--- src/rtl/fetch_controller_if.sv ---
// Bundles the control/status lines between the fetch controller and the datapath/execute FSM.
// master: fetch_controller drives the PC/IR enables, the memory command and the execute handshake.
// slave: datapath/execute side, which supplies the opcode and the execute-side requests.
interface fetch_controller_if #(
  parameter int CNT_W = 16
);
  // Inputs to the controller.
  logic [2:0]       ir_opcode;
  logic             exec_done;
  logic             exec_mem_req;
  logic             exec_mem_we;
  // Outputs from the controller.
  logic [1:0]       mem_cmd;
  logic             addr_sel;
  logic             load_ir;
  logic             load_pc;
  logic             reset_pc;
  logic             exec_start;
  logic             exec_mem_ack;
  logic             halted;
  logic [CNT_W-1:0] fetch_count;

  modport master (
    input  ir_opcode, exec_done, exec_mem_req, exec_mem_we,
    output mem_cmd, addr_sel, load_ir, load_pc, reset_pc,
           exec_start, exec_mem_ack, halted, fetch_count
  );

  modport slave (
    output ir_opcode, exec_done, exec_mem_req, exec_mem_we,
    input  mem_cmd, addr_sel, load_ir, load_pc, reset_pc,
           exec_start, exec_mem_ack, halted, fetch_count
  );
endinterface

--- src/rtl/fetch_controller.sv ---
// Purpose: sequences instruction fetch and execute-side data accesses on the shared memory port.
// Latency: load_ir MEM_LAT cycles after IF_ISSUE, exec_start 2 cycles later; data ack MEM_LAT cycles after issue.
// Backpressure: execute FSM holds exec_mem_req until exec_mem_ack; exec_done/exec_mem_req ignored outside EXEC.
module fetch_controller #(
  parameter int         MEM_LAT = 1,
  parameter int         CNT_W   = 16,
  parameter logic [2:0] HALT_OP = 3'b111
) (
  input logic               clk,
  input logic               reset,
  fetch_controller_if.master bus
);

  localparam logic [1:0] CMD_NONE  = 2'b00;
  localparam logic [1:0] CMD_READ  = 2'b01;
  localparam logic [1:0] CMD_WRITE = 2'b10;

  // Wait counter only needs to hold MEM_LAT-1; keep at least one bit.
  localparam int            CW     = (MEM_LAT > 1) ? $clog2(MEM_LAT) : 1;
  localparam logic [CW-1:0] LAT_M1 = CW'(MEM_LAT - 1);

  typedef enum logic [3:0] {
    S_RESET_PC,
    S_IF_ISSUE,
    S_IF_WAIT,
    S_UPDATE_PC,
    S_DISPATCH,
    S_EXEC,
    S_DATA_ISSUE,
    S_DATA_WAIT,
    S_HALT
  } state_t;

  state_t           state_q, state_d;
  logic [CW-1:0]    cnt_q, cnt_d;
  logic [CNT_W-1:0] fetch_cnt_q, fetch_cnt_d;
  logic             we_q, we_d;

  logic [1:0]       mem_cmd;
  logic             addr_sel;
  logic             load_ir;
  logic             load_pc;
  logic             reset_pc;
  logic             exec_start;
  logic             exec_mem_ack;
  logic             halted;
  logic             cnt_zero;

  assign cnt_zero = (cnt_q == '0);

  // State, wait counter, retired-fetch counter and latched write flag; reset from any state.
  always_ff @(posedge clk) begin
    if (reset) begin
      state_q     <= S_RESET_PC;
      cnt_q       <= '0;
      fetch_cnt_q <= '0;
      we_q        <= 1'b0;
    end else begin
      state_q     <= state_d;
      cnt_q       <= cnt_d;
      fetch_cnt_q <= fetch_cnt_d;
      we_q        <= we_d;
    end
  end

  // Next-state logic and Moore output decode from the registered state.
  always_comb begin
    state_d      = state_q;
    cnt_d        = cnt_q;
    fetch_cnt_d  = fetch_cnt_q;
    we_d         = we_q;
    mem_cmd      = CMD_NONE;
    addr_sel     = 1'b0;
    load_ir      = 1'b0;
    load_pc      = 1'b0;
    reset_pc     = 1'b0;
    exec_start   = 1'b0;
    exec_mem_ack = 1'b0;
    halted       = 1'b0;

    case (state_q)
      S_RESET_PC: begin
        reset_pc = 1'b1;
        load_pc  = 1'b1;
        addr_sel = 1'b1;
        state_d  = S_IF_ISSUE;
      end

      S_IF_ISSUE: begin
        addr_sel = 1'b1;
        mem_cmd  = CMD_READ;
        cnt_d    = LAT_M1;
        state_d  = S_IF_WAIT;
      end

      S_IF_WAIT: begin
        addr_sel = 1'b1;
        mem_cmd  = CMD_READ;
        if (!cnt_zero) begin
          cnt_d = cnt_q - CW'(1);
        end else begin
          // Read data is valid this cycle: capture it into IR.
          load_ir = 1'b1;
          state_d = S_UPDATE_PC;
        end
      end

      S_UPDATE_PC: begin
        // IR was loaded last cycle, so the opcode is already decoded here.
        load_pc     = 1'b1;
        fetch_cnt_d = fetch_cnt_q + CNT_W'(1);
        state_d     = (bus.ir_opcode == HALT_OP) ? S_HALT : S_DISPATCH;
      end

      S_DISPATCH: begin
        exec_start = 1'b1;
        state_d    = S_EXEC;
      end

      S_EXEC: begin
        // Completion takes priority; a simultaneous data request is dropped.
        if (bus.exec_done) begin
          state_d = S_IF_ISSUE;
        end else if (bus.exec_mem_req) begin
          we_d    = bus.exec_mem_we;
          state_d = S_DATA_ISSUE;
        end
      end

      S_DATA_ISSUE: begin
        mem_cmd = we_q ? CMD_WRITE : CMD_READ;
        cnt_d   = LAT_M1;
        state_d = S_DATA_WAIT;
      end

      S_DATA_WAIT: begin
        // Writes stay asserted at the same address; repeating them is harmless.
        mem_cmd = we_q ? CMD_WRITE : CMD_READ;
        if (!cnt_zero) begin
          cnt_d = cnt_q - CW'(1);
        end else begin
          exec_mem_ack = 1'b1;
          state_d      = S_EXEC;
        end
      end

      S_HALT: begin
        halted  = 1'b1;
        state_d = S_HALT;
      end

      default: begin
        state_d = S_RESET_PC;
      end
    endcase
  end

  assign bus.mem_cmd      = mem_cmd;
  assign bus.addr_sel     = addr_sel;
  assign bus.load_ir      = load_ir;
  assign bus.load_pc      = load_pc;
  assign bus.reset_pc     = reset_pc;
  assign bus.exec_start   = exec_start;
  assign bus.exec_mem_ack = exec_mem_ack;
  assign bus.halted       = halted;
  assign bus.fetch_count  = fetch_cnt_q;

  // The command encoding 2'b11 is never produced.
  a_cmd_legal: assert property (@(posedge clk) disable iff (reset) mem_cmd != 2'b11);

  // Dispatch and data acknowledge belong to different states and never coincide.
  a_start_ack_excl: assert property (@(posedge clk) disable iff (reset) !(exec_start && exec_mem_ack));

endmodule

--- src/flat_wrapper.sv ---
// flat-port wrapper written by rule: the top's interface ports become plain ports
module fetch_controller_flat 
#(
  parameter int         MEM_LAT = 1,
  parameter int         CNT_W   = 16,
  parameter logic [2:0] HALT_OP = 3'b111
)
  (clk, reset, bus_ir_opcode, bus_exec_done, bus_exec_mem_req, bus_exec_mem_we, bus_mem_cmd, bus_addr_sel, bus_load_ir, bus_load_pc, bus_reset_pc, bus_exec_start, bus_exec_mem_ack, bus_halted, bus_fetch_count);
  fetch_controller_if #(.CNT_W(CNT_W)) bus_i ();
  input logic clk;
  input logic reset;
  input wire logic [$bits(bus_i.ir_opcode)-1:0] bus_ir_opcode;
  input wire logic [$bits(bus_i.exec_done)-1:0] bus_exec_done;
  input wire logic [$bits(bus_i.exec_mem_req)-1:0] bus_exec_mem_req;
  input wire logic [$bits(bus_i.exec_mem_we)-1:0] bus_exec_mem_we;
  output wire logic [$bits(bus_i.mem_cmd)-1:0] bus_mem_cmd;
  output wire logic [$bits(bus_i.addr_sel)-1:0] bus_addr_sel;
  output wire logic [$bits(bus_i.load_ir)-1:0] bus_load_ir;
  output wire logic [$bits(bus_i.load_pc)-1:0] bus_load_pc;
  output wire logic [$bits(bus_i.reset_pc)-1:0] bus_reset_pc;
  output wire logic [$bits(bus_i.exec_start)-1:0] bus_exec_start;
  output wire logic [$bits(bus_i.exec_mem_ack)-1:0] bus_exec_mem_ack;
  output wire logic [$bits(bus_i.halted)-1:0] bus_halted;
  output wire logic [$bits(bus_i.fetch_count)-1:0] bus_fetch_count;
  assign bus_i.ir_opcode = bus_ir_opcode;
  assign bus_i.exec_done = bus_exec_done;
  assign bus_i.exec_mem_req = bus_exec_mem_req;
  assign bus_i.exec_mem_we = bus_exec_mem_we;
  assign bus_mem_cmd = bus_i.mem_cmd;
  assign bus_addr_sel = bus_i.addr_sel;
  assign bus_load_ir = bus_i.load_ir;
  assign bus_load_pc = bus_i.load_pc;
  assign bus_reset_pc = bus_i.reset_pc;
  assign bus_exec_start = bus_i.exec_start;
  assign bus_exec_mem_ack = bus_i.exec_mem_ack;
  assign bus_halted = bus_i.halted;
  assign bus_fetch_count = bus_i.fetch_count;
  fetch_controller #(.MEM_LAT(MEM_LAT), .CNT_W(CNT_W), .HALT_OP(HALT_OP)) u_core (.clk(clk), .reset(reset), .bus(bus_i));
endmodule
--- config.mk ---
export PLATFORM = sky130hd
export DESIGN_NAME = fetch_controller_flat
export DESIGN_NICKNAME = d
export VERILOG_FILES = /design/src/rtl/fetch_controller_if.sv /design/src/rtl/fetch_controller.sv /design/src/flat_wrapper.sv
export SDC_FILE = /design/constraint.sdc
export NUM_CORES = 1
export LEC_CHECK = 0
export BUFFER_PORTS_ARGS = -buffer_cell sky130_fd_sc_hd__buf_2
export CORE_ASPECT_RATIO = 1.5
export CORE_MARGIN = 2
export CORE_UTILIZATION = 49
export CTS_CLUSTER_DIAMETER = 30
export DETAILED_ROUTE_END_ITERATION = 16
export PLACE_DENSITY = 0.77
export SYNTH_ARGS = -nofsm -noshare
export SYNTH_HDL_FRONTEND = slang
export SYNTH_SLANG_ARGS = --single-unit
--- constraint.sdc ---
create_clock -name clk -period 2.3 [get_ports clk]
set_input_delay 0.46 -clock clk [delete_from_list [all_inputs] [get_ports clk]]
set_output_delay 0.46 -clock clk [all_outputs]
set_load 0.05 [all_outputs]
======== After elaboration in Yosys (flattened, before gate mapping) ========
Cells that the tools add are included.
storage, ports and cells
  register bits after elaboration ......... 22
cells by class
  reductions and logical operators ........ 10
  eq/ne operators ......................... 12
  bitwise logic cells ..................... 1
  muxes and demuxes ....................... 18
  $add $sub $neg .......................... 2
operator list
  operator               count
  $pmux 4 s9             1
  $mux 4                 5
  $add 16x1->16 const B  1
  $eq 4x3->1 const B     4
  $reduce_or 2->1        5
  $mux 1                 9
  $eq 4x2->1 const B     2
  $reduce_and 3->1       2
  $eq 4x1->1 const B     1
  $eq 4x4->1 const B     1
  $logic_not 4->1        1
  $ne 2x2->1 const B     2
  $pmux 2 s2             1
  $eq 3x3->1 const B     1
  $ne 3x3->1 const B     1
  $reduce_or 3->1        1
  $mux 2                 1
  $pmux 1 s2             1
  $reduce_bool 2->1      1
  $not 1->1              1
  $sub 1x1->1 const B    1

======== Longest topological paths before layout ========
  word-level depth ........................ 3
  depth in mapped cells ................... 5
  mapped depth without buffers ............ 5

======== Least setup slack after synthesis ========
Ideal clock, no wire load.
  path kind ............................... reg-to-output
  from .................................... register u_core.state_q[0]
  to ...................................... output port bus_load_pc
  stages on the path, launching flop included .. 4
  arrival ................................. 2.656 ns
  slack ................................... -0.816 ns
  required time ........................... 1.840 ns
  cell sequence ........................... dfxtp_1 -> clkbuf_1 -> nor4_1 -> nand2b_1
on the way
  word-level cells in the longest chain between the ends .. 3
RTL lines
  element                                               RTL line                source
  start: declaration                                    fetch_controller.sv:34  state_t state_q, state_d;
  start signal: assignment                              fetch_controller.sv:59  state_q <= state_d;
  $eq 4x2->1 / $logic_not 4->1 (equally long branches)  fetch_controller.sv:81  case (state_q)
  $reduce_or 2->1 (no source line) (*)                  --
  $mux 1 (*)                                            fetch_controller.sv:81
  end: declaration                                      flat_wrapper.sv:19      output wire logic [$bits(bus_i.load_pc)-1:0] bus_load_pc;
Mark *: on every way between the ends. The rest lies on a longest branch, timed or not.

======== Worst setup path in the final report ========
  from .................................... register u_core.state_q[2]
  to ...................................... register u_core.fetch_cnt_q[14], in the netlist u_core.bus.fetch_count[14]
on the way
  word-level cells in the longest chain between the ends .. 1
RTL lines
  element                 RTL line                source
  $eq 4x2->1              fetch_controller.sv:81
  end signal: assignment  fetch_controller.sv:61  fetch_cnt_q <= fetch_cnt_d;
  end: declaration        fetch_controller.sv:36  logic [CNT_W-1:0] fetch_cnt_q, fetch_cnt_d;
Every way passes these cells.
A chain may end at the register's enable or synchronous reset.

==> results.py <==
metrics = {
    "worst_setup_path": {
        "crit_path_max_incr_delay_ps": 620,
        "crit_fanout": 6,
        "critPathArrivalTime_ps": 2260,
        "cp-end-kind": "flip-flop",
        "cp_slowest_cell": "or4_4",
        "path_class": "flip-flop to flip-flop",
        "crit_chain": "nand4bb_1 > or4_4 > or4_1 > a21oi_1",
        "cp_data_required_time_ps": 2550,
        "cp-start-kind": "flip-flop",
    },
    "timing": {
        "worst_clock_skew_ps": 10.7,
        "whs_ps": 379,
        "hold_violations": 0,
        "clock.fmax_ghz": 0.497,
        "fin_crit_ps": 2010,
        "setup_tns_ps": 0,
        "min_period_over_period_pct": 87.5,
        "slew_viol_final": 0,
        "setup_viol_count_final": 0,
        "worstMarginPinSlew_ps": 524,
        "grt_setup_unrepaired": "false",
        "relSlewSlack_pct": 64.6,
    },
    "cts": {
        "clkTransAtPathRegs_ps": 120,
        "cts_setup_buffers": 0,
        "clock-sinks": 21,
        "clockBufferDepth": 2,
        "root_buffer": "clkbuf_4",
        "cts_tree": "done",
        "cts_buffers": 3,
        "hold_buffers": 0,
        "htreeDepth": 1,
        "clk_latency_ps": 310,
        "ctsResizeCount": 0,
    },
    "logic_synthesis": {
        "avgSynthCellArea_um2": 8.12,
        "netlist_area_um2": 1040,
        "synth-seq-cells": 21,
        "synth.distinct_cells": 28,
        "yosys_warnings": 0,
        "synth_nets": 137,
        "synthCells": 128,
        "ys_seq_area_share_pct": 40.4,
    },
    "outcome": {
        "status": "completed",
    },
    "place": {
        "hpwl_mm": 1.81,
        "port_buffers": 32,
        "gp_congestion": 0.777,
    },
    "routing": {
        "first_pass_iters": 4,
        "drc": 0,
        "viasPerCell": 5.81,
        "vias": 1087,
        "wire_per_inst_um": 12.8,
        "drt_iter0_markers": 19,
        "drtAntennaViolNets": 0,
        "drt-total-wl_mm": 2.39,
    },
    "global_route": {
        "grt_max_degree": 23,
        "grt_overflow": 0,
        "antenna_found_initial": 0,
        "grt_usage_pct": 20.6,
        "grt_pass1_vias": 1019,
        "grt_first_pass_wirelength_mm": 4.06,
    },
    "flow_run": {
        "cap_viol_max_count": 0,
    },
    "layout": {
        "utilization_pct": 64.5,
        "multiInputGateArea_um2": 597,
        "seqCellArea_um2": 420,
        "syn2layout_area_growth_pct": 25.8,
        "fin_nets": 175,
        "diodes": 0,
        "drive_gt1_share_pct": 30.3,
        "fillers": 184,
    },
    "pwr": {
        "total_power_w": 0.000679,
        "pwr_density_cell_nw_per_um2": 519,
        "p_leak_nw": 0.539,
        "max-vdd-ir-drop_v": 0.000366,
    },
    "floorplan": {
        "die_w_um": 41.6,
        "rows": 20,
        "io_pins": 33,
        "core_area_um2": 2030,
        "die_area_um2": 2510,
        "start_util_pct": 51.3,
        "die_y_um": 60.4,
    },
    "min_path": {
        "hold_class": "primary input to flip-flop",
    },
}
-- per-layer routing --
metal | vias to the layer above | global-route usage, % | wire length, µm
met2 | 31 | 37.7 | 1250
met4 | 0 | 14.3 | 37
li1 | 535 | - | -
met3 | 4 | 1.79 | 120
met5 | - | 0 | 0
met1 | 517 | 22.6 | 984
-- cell usage after synthesis --
cell type   n  area [µm²]
o21ai_0     4        20.0
or3_1       4        25.0
or4_1       2        15.0
a31o_2      1        8.76
nand3_1     5        25.0
inv_1       4        15.0
a21oi_1    10        50.1
o31ai_1     2        15.0
ha_1        1        12.5
nor4_1      7        43.8
a221oi_1    1        8.76
clkbuf_1    7        26.3
nand4_1     4        25.0
nor2_1     17        63.8
mux2i_1     2        20.0
xor2_1      4        35.0
or4_4       1        11.3
nand2_1    10        37.5
nor4b_1     2        17.5
nor4bb_1    1        10.0
dfxtp_1    21         420
nand4bb_1   1        11.3
nor2b_1     1        6.26
xnor2_1     5        43.8
a211oi_1    2        15.0
nand2b_1    4        25.0
nand4_2     1        12.5
nor3_1      4        20.0
-- stage by stage --
stage               setup slack [ps]  cells  instance area [µm²]
floorplan                       -232    128                 1060
global placement                 426    183                 1280
global route                     198    187                 1310
CTS                              300    187                 1310
detailed placement               332    183                 1280
finish                           287    187                 1310
-- critical path, delay by kind of cell (launching register included) --
| kind | cells | cell delay (ps) |
|---|---|---|
| AOI/OAI and AO/OA | 1 | 160 |
| DFF | 1 | 340 |
| and+or+nand+nor | 3 | 1460 |
-- final cells by class --
type,count,area share [%]
multi-input combinational,96,45.6
sequential,21,32.2
timing repair buffer,40,16.8
tap,22,2.11
clock buffer,3,1.72
inverter,4,1.15
clock inverter,1,0.383
-- where the power goes --
| group | leakage, nW | internal (W) | switching, W |
|---|---|---|---|
| clock network | 0.0177 | 0.0000649 | 0.000113 |
| logic | 0.352 | 0.0000381 | 0.0000904 |
| registers | 0.170 | 0.000369 | 0.00000346 |
-- cells by family (layout without fill, tap and decap cells) --
kind of cell	Yosys count	in the layout	synth area share (%)
buf+inv	11	48	3.97
mux	2	2	1.93
simple gates	64	64	33.6
flops	21	21	40.4
compound gates	20	20	11.3
fa+ha+maj	1	1	1.20
xor+xnor	9	9	7.58
-- path summary, 6_finish.rpt --
kind                                          startpoint                                       to  slack, ps  cells past startpoint
setup / recovery          u_core.state_q[2]$_SDFFE_PP0P_  u_core.bus.fetch_count[14]$_SDFFE_PP0N_        290                      4
hold / removal                           bus_exec_mem_we                 u_core.we_q$_SDFFE_PP0P_        380                      3
setup reg to reg          u_core.state_q[2]$_SDFFE_PP0P_  u_core.bus.fetch_count[14]$_SDFFE_PP0N_        290                      4
hold reg to reg   u_core.bus.fetch_count[1]$_SDFFE_PP0N_   u_core.bus.fetch_count[1]$_SDFFE_PP0N_        510                      2
-- state kept, by name (all words and copies together) (netlist names) --
signal,count
u_core.bus.fetch_count,16
u_core.we_q,1
u_core.state_q,4
-- placed cells by master, fill, tap and decap left out --
master     Yosys  layout
a21oi_1       10      10
clkinv_2       0       1
xnor2_1        5       5
nor2b_1        1       1
nor4_2         0       1
nand4_2        1       1
ha_1           1       1
nand4bb_1      1       1
or4_1          2       2
buf_4          0       8
nand2b_1       4       4
buf_2          0      32
o21ai_0        4       4
a211oi_1       2       2
inv_1          4       4
nand4_1        4       4
nand2_1       10      10
mux2i_1        2       2
or3_1          4       4
dfxtp_1       21      21
nor4_1         7       6
nor3_1         4       4
or4_4          1       1
nor4b_2        0       2
clkbuf_4       0       3
nand3_1        5       5
nor4bb_1       1       1
a31o_2         1       1
o31ai_1        2       2
nor2_1        17      17
a221oi_1       1       1
xor2_1         4       4
Note: power is estimated with default switching activity, not from simulation.
